--- config.mk ---
export PLATFORM = sky130hd
export DESIGN_NAME = fme_row_load_ctrl
export DESIGN_NICKNAME = d
export VERILOG_FILES = /design/src/rtl/fme_row_load_ctrl.sv
export SDC_FILE = /design/constraint.sdc
export NUM_CORES = 1
export LEC_CHECK = 0
export BUFFER_PORTS_ARGS = -buffer_cell sky130_fd_sc_hd__clkbuf_2
export CORE_MARGIN = 3
export CORE_UTILIZATION = 35
export DETAILED_ROUTE_END_ITERATION = 7
export PLACE_DENSITY = 0.52
export RECOVER_POWER = 50
export SETUP_SLACK_MARGIN = 0.5
export SLEW_MARGIN = 20
export SYNTH_ARGS = -nofsm -noshare
export SYNTH_HDL_FRONTEND = slang
export SYNTH_SLANG_ARGS = --single-unit
--- constraint.sdc ---
create_clock -name clock -period 4.3 [get_ports clock]
set_clock_uncertainty 0.1 [all_clocks]
set_input_delay 0.645 -clock clock [delete_from_list [all_inputs] [get_ports clock]]
set_output_delay 0.645 -clock clock [all_outputs]
set_load 0.05 [all_outputs]
--- src/rtl/fme_row_load_ctrl.sv ---
// fme_row_load_ctrl
//   Load sequencer for one 16-lane pixel register bank in the FME datapath.
//   It loads ROWS pixel rows per block from the reference fetch stage into the
//   bank and hands each row to the interpolator with a valid/ready handshake.
//   The bank is treated as a one-deep buffer: a new row may be captured in the
//   same cycle the held row is consumed, so a block can stream at one row per
//   cycle.
//
// Parameters
//   ROWS   rows per block (2..31)
//   CNT_W  counter / row_idx width, 2**CNT_W > ROWS
//
// Ports
//   clock       rising-edge clock
//   reset       asynchronous active-low reset
//   start       begins a block (sampled only in IDLE)
//   in_valid    upstream row present on the bank inputs
//   in_ready    controller accepts the upstream row this cycle
//   reg_enable  bank enable; the bank captures its inputs at the next edge
//   out_valid   bank holds an unconsumed row
//   out_ready   interpolator consumes the bank row this cycle
//   row_idx     index of the row currently held in the bank
//   busy        high while filling a block
//   done        one-cycle pulse after the last row of the block is consumed
//   abort       (only with FME_LOAD_ABORT_EN defined) discards the current block
//
// Build option
//   FME_LOAD_ABORT_EN  adds the abort input. Without it a block ends only
//                      through the done path or reset.

module fme_row_load_ctrl #(
  parameter int ROWS  = 16,
  parameter int CNT_W = 5
) (
  input  logic             clock,
  input  logic             reset,
  input  logic             start,
  input  logic             in_valid,
  output logic             in_ready,
  output logic             reg_enable,
  output logic             out_valid,
  input  logic             out_ready,
  output logic [CNT_W-1:0] row_idx,
  output logic             busy,
`ifdef FME_LOAD_ABORT_EN
  input  logic             abort,
`endif
  output logic             done
);

  localparam logic [CNT_W-1:0] ROWS_C = CNT_W'(ROWS);
  localparam logic [CNT_W-1:0] LAST_C = CNT_W'(ROWS - 1);

  typedef enum logic [1:0] {
    IDLE = 2'd0,
    FILL = 2'd1,
    DONE = 2'd2
  } state_t;

  state_t           state, state_nxt;
  logic             full, full_nxt;
  logic [CNT_W-1:0] load_cnt, load_cnt_nxt;
  logic [CNT_W-1:0] cons_cnt, cons_cnt_nxt;
  logic [CNT_W-1:0] row_idx_nxt;
  logic             consume;

  // Counters stop at ROWS so they can never wrap inside a block.
  function automatic logic [CNT_W-1:0] sat_inc(input logic [CNT_W-1:0] v);
    return (v >= ROWS_C) ? ROWS_C : v + 1'b1;
  endfunction

  assign out_valid = full;

  always_comb begin
    state_nxt    = state;
    full_nxt     = full;
    load_cnt_nxt = load_cnt;
    cons_cnt_nxt = cons_cnt;
    row_idx_nxt  = row_idx;

    // A load is allowed while the bank is empty or is being drained this cycle.
    in_ready   = (state == FILL) && (load_cnt < ROWS_C) && (!full || out_ready);
    reg_enable = in_valid && in_ready;
    consume    = full && out_ready;
    busy       = (state == FILL);
    done       = (state == DONE);

    unique case (state)
      IDLE: begin
        if (start) begin
          state_nxt    = FILL;
          load_cnt_nxt = '0;
          cons_cnt_nxt = '0;
          row_idx_nxt  = '0;
        end
      end
      FILL: begin
        if (reg_enable) begin
          load_cnt_nxt = sat_inc(load_cnt);
          row_idx_nxt  = load_cnt;
          full_nxt     = 1'b1;
        end else if (consume) begin
          full_nxt     = 1'b0;
        end
        if (consume) begin
          cons_cnt_nxt = sat_inc(cons_cnt);
          if (cons_cnt == LAST_C) state_nxt = DONE;
        end
      end
      DONE: begin
        state_nxt = IDLE;
      end
      default: begin
        state_nxt = IDLE;
      end
    endcase

`ifdef FME_LOAD_ABORT_EN
    // Abort outranks every load, consume and done pulse of the same cycle.
    if (abort && (state != IDLE)) begin
      state_nxt    = IDLE;
      full_nxt     = 1'b0;
      load_cnt_nxt = '0;
      cons_cnt_nxt = '0;
      row_idx_nxt  = '0;
      done         = 1'b0;
    end
`endif
  end

  always_ff @(posedge clock or negedge reset) begin
    if (!reset) begin
      state    <= IDLE;
      full     <= 1'b0;
      load_cnt <= '0;
      cons_cnt <= '0;
      row_idx  <= '0;
    end else begin
      state    <= state_nxt;
      full     <= full_nxt;
      load_cnt <= load_cnt_nxt;
      cons_cnt <= cons_cnt_nxt;
      row_idx  <= row_idx_nxt;
    end
  end

endmodule

Word-level counts from Yosys, hierarchy flattened --
Cells that the tools add are included.
Storage, ports and cells: word-level logic and storage cells 45, output and inout bits 10, flip-flop bits (word level) 18
Cells by class: eq/ne operators 7, order comparisons 3, add/sub/neg operators 2, muxes and demuxes 15, reduce and logical (&&, ||, !) cells 13
Operators by type and width (number):
- $mux 5 | 6
- $pmux 5 s2 | 3
- $add 5x1->5 const B | 2
- $ge 5x5->1 const B | 2
- $reduce_and 3->1 | 3
- $mux 2 | 3
- $eq 5x4->1 const B | 1
- $lt 5x5->1 const B | 1
- $logic_and 1x1->1 | 4
- $ne 2x1->1 const B | 2
- $ne 2x2->1 const B | 2
- $pmux 2 s2 | 1
- $reduce_bool 2->1 | 2
- $eq 2x1->1 const B | 1
- $eq 2x2->1 const B | 1
- $logic_not 2->1 | 1
- $mux 1 | 2
- $reduce_and 2->1 | 1
- $logic_not 1->1 | 1
- $logic_or 1x1->1 | 1

Logic depth before layout (Yosys ltp) --
word-level depth 6, mapped depth 5

Worst setup path before layout --
OpenSTA, ideal clock, no wires.
kind reg-to-output, start register full (netlist: out_valid), end output port reg_enable, path slack 2144 ps, arrival time 1411 ps, cell stages (with the launch flop) 3, data required time 3555 ps, cells stage by stage dfrtp_1 > nand2b_1 > and3_1
On the way: word-level cells in the longest chain between the ends 4
Ends and longest elaborated chain:
- from (decl) | RTL line 61 | logic full, full_nxt;
- from (signal assigned) | RTL line 140 | full <= full_nxt;
- $logic_not 1->1 | RTL line 82 | in_ready = (state == FILL) && (load_cnt < ROWS_C) && (!full || out_ready);
- $logic_or 1x1->1 | RTL line 82
- $logic_and 1x1->1 | RTL line 82
- $logic_and 1x1->1 | RTL line 83 | reg_enable = in_valid && in_ready;
- to (decl) | RTL line 40 | output logic reg_enable,
No other way between the ends.

Final worst setup path --
start register state[0], end output port reg_enable
On the way: word-level cells in the longest chain between the ends 4
Ends and longest elaborated chain:
- from (decl) | RTL line 60 | state_t state, state_nxt;
- from (signal assigned) | RTL line 139 | state <= state_nxt;
- $eq 2x1->1 | RTL line 82
- $logic_and 1x1->1 (2 in series) | RTL line 82
- $logic_and 1x1->1 | RTL line 83
No other way between the ends.

==> flow_summary_export.csv <==
group,metric,value,unit
critical_path,cp_max_fo,9,
die,initial_core_util,0.3766,
logic_synthesis,synth_seq_cells,18,
logic_synthesis,synth_top_flop_cell,"dfrtp_1",
power_and_ir_drop,p_seq_frac,0.382,
power_and_ir_drop,switching_power,309.4,uW
worst_hold_path,hold_class,"in -> async",
timing,max_slew.worst_pin.slew,0.9670,ns
drt,drc,0,
critical_path,rrSetupSlack,2.24,ns
global_route,grt_usage,0.1343,
global_route,grt_pass1_wl,3367,um
drt,num_vias,700,
power_and_ir_drop,swShare,0.4538,
flow_run,cap_viol_max_count,0,
logic_synthesis,async_flop_share,1.000,
drt,postRouteAntennaNets,0,
timing,finalHoldViolCount,0,
die,dieArea,3402,sq um
logic_synthesis,avgSynthCellArea,10.65,sq um
critical_path,cp_slowest_stage_delay,0.71,ns
critical_path,cp-end-kind,"output port",
logic_synthesis,syn_inst,90,
die,fp.dieH,58.33,um
finish,area_growth,13.71,%
die,die_width,58.33,um
global_route,globalRouteOverflowTotal,0,
critical_path,crit_chain,"nor3b_1, and3_1, clkbuf_2",
critical_path,cp_slowest_cell,"nor3b_1",
placed_design,place_ws,1.920,ns
drt,drt_iter0_drc,14,
placed_design,gp_congestion,0.7372,
critical_path,critical_path_cell_count,3,
drt,via_per_inst,5.072,
logic_synthesis,synth_edf_count,0,
clock_tree,cts_root_buf,"clkbuf_4",
clock_tree,cts_setup_buffers,0,
critical_path,worstSetupPathType,"reg -> out",
clock_tree,path_clk_slew,0.11,ns
timing,timing.final.crit_share,0.6741,
timing,grt_setup_unrepaired,"no",
timing,report.final.setup_viol,0,
finish,layout-drive-gt1-share,0.1852,
die,core,2545,sq um
timing,tns,0,ns
critical_path,critical_path.top_delay_family,"simple AND/OR/NAND/NOR gates",
critical_path,worstReg2RegStart,"state[0]",
power_and_ir_drop,vdd_drop_max,0.0003603,V
critical_path,cp.required,3.56,ns
global_route,grt_max_degree,19,
power_and_ir_drop,p_int,372.4,uW
timing,fin_crit,2.899,ns
die,row_count,18,
critical_path,crit_buf_inv,1,
logic_synthesis,yosysUniqueCellTypes,32,
drt,dr.pass1.iters,3,
clock_tree,tritoncts,"yes",
timing,max_freq,0.3450,GHz
critical_path,critPathArrivalTime,2.15,ns
logic_synthesis,synth_top_cell_area_share,0.4700,
critical_path,r2r_cells,3,
logic_synthesis,yosysWarnings,0,
clock_tree,cts_hold_buf,0,
global_route,grt_pass1_vias,713,
logic_synthesis,syn_area,958.4,sq um
logic_synthesis,synth_area_leader_cell,"dfrtp_1",
placed_design,dp_hpwl,1448,um
finish,nNetsFinal,119,
drt,wl_per_cell,13.86,um
die,num_io_pins,15,
clock_tree,post_cts_resized,0,
finish,final_core_util,0.4282,
clock_tree,cts.sink_count,18,
timing,worst_slack,1.401,ns
critical_path,rr_endpoint,"row_idx[1]",
logic_synthesis,seq_area_frac_synth,0.4700,
timing,slew_headroom,0.3553,
critical_path,start_kind,"flip-flop",
timing,holdWs,0.3511,ns
logic_synthesis,ys_top_cells_by_area,"dfrtp_1 (47%), ha_1 (6.5%), mux2i_1 (5.2%)",
clock_tree,htree_num_levels,1,
drt,wl,1913,um
logic_synthesis,synth_fp_nets,100,
power_and_ir_drop,p_leak,0.0005601,uW
run_status,status,"completed",
power_and_ir_drop,design_power_total,681.8,uW
finish,insertedDiodeCount,0,
global_route,antenna_found_initial,0,
critical_path,critPathLaunch,"state[0]",
timing,maxSlewViolCount,0,
clock_tree,clock_latency,0.31,ns
power_and_ir_drop,power.density,625.6,nW/um^2
power_and_ir_drop,power_frac_clock,0.160,
placed_design,numPortBuffers,14,
clock_tree,numCtsBuffers,3,
clock_tree,cts_buffer_depth,2,
power_and_ir_drop,p_comb_frac,0.458,
## through the flow
stage | instance area, sq um | cells
6_report | 1090 | 138
5_1_grt | 1090 | 138
4_1_cts | 1102 | 138
3_5_place_dp | 1066 | 134
3_3_place_gp | 1066 | 134
2_1_floorplan | 958.4 | 90
## Yosys cell counts (2+ instances only)
library cell  instances
and3_1                5
mux2i_1               5
inv_1                 9
a21oi_1               2
nor3b_1               2
dfrtp_1              18
ha_1                  5
mux2_1                2
nor2_1                3
nand2b_1              3
nor2b_1               3
o21ai_0               2
nand2_1               8
and2_1                3
nand3_1               3
## power by group through the flow
stage                     registers, uW  clock network (uW)  logic [uW]
after floorplan                     336                   0         173
after global placement              268                   0         317
after detailed placement            266                   0         320
after CTS                           262                 114         322
after global routing                267                 123         343
final                               260                 109         312
## area by class of cell
cell class,instances,area [sq um]
Multi-Input combinational cell,63,462.9
Timing Repair Buffer,14,68.82
Tap cell,30,37.54
Fill cell,261,1455
Inverter,9,33.78
Clock buffer,4,36.28
Sequential cell,18,450.4
## layer usage
layer / up-vias / part of all wire / track usage
met5: - / 0 / 0
met4: 0 / 0.022 / 0.06954
met3: 5 / 0.052 / 0.04825
met2: 12 / 0.42 / 0.1850
met1: 328 / 0.50 / 0.1838
li1: 355 / - / -
## cell families after synthesis
family          share of synthesized area
buf+inv                           0.03525
simple gates                       0.2246
fa+ha+maj                         0.06527
mux                               0.08747
compound gates                     0.1175
flops                              0.4700
## registers in the layout, summed over array words and instances, names as in the netlist
| name | cells |
|---|---|
| out_valid | 1 |
| cons_cnt | 5 |
| row_idx | 5 |
| state | 2 |
| load_cnt | 5 |
## cells in the final DEF, fill, tap and decap left out
master,Yosys,routed
dfrtp_1,18,18
clkbuf_2,0,13
inv_1,9,9
nand2_1,8,8
and3_1,5,5
mux2i_1,5,5
ha_1,5,5
nand2b_1,3,3
nor3b_1,2,3
and2_1,3,3
nor2b_1,3,3
nor2_1,3,3
nand3_1,3,3
clkbuf_4,0,3
mux2_1,2,2
o21ai_0,2,2
a21oi_1,2,2
a31oi_4,1,1
or3b_1,1,1
a41o_1,1,1
o21a_1,1,1
a31oi_1,1,1
or3b_2,1,1
o22ai_1,1,1
mux2_2,1,1
a21o_1,1,1
a41oi_1,1,1
or3_1,1,1
nor4_1,1,1
a21boi_0,1,1
a2bb2oi_1,1,1
nand3b_1,1,1
o221ai_1,1,1
clkbuf_8,0,1
clkbuf_1,0,1
## how the worst max path moves through the flow
stage	to	slack, ns
4_1_cts	reg_enable	1.77
5_1_grt	reg_enable	1.23
3_3_place_gp	reg_enable	1.97
3_5_place_dp	reg_enable	1.92
2_1_floorplan	reg_enable	2.14
6_report	reg_enable	1.40
Power figures use the tool's default switching activity.
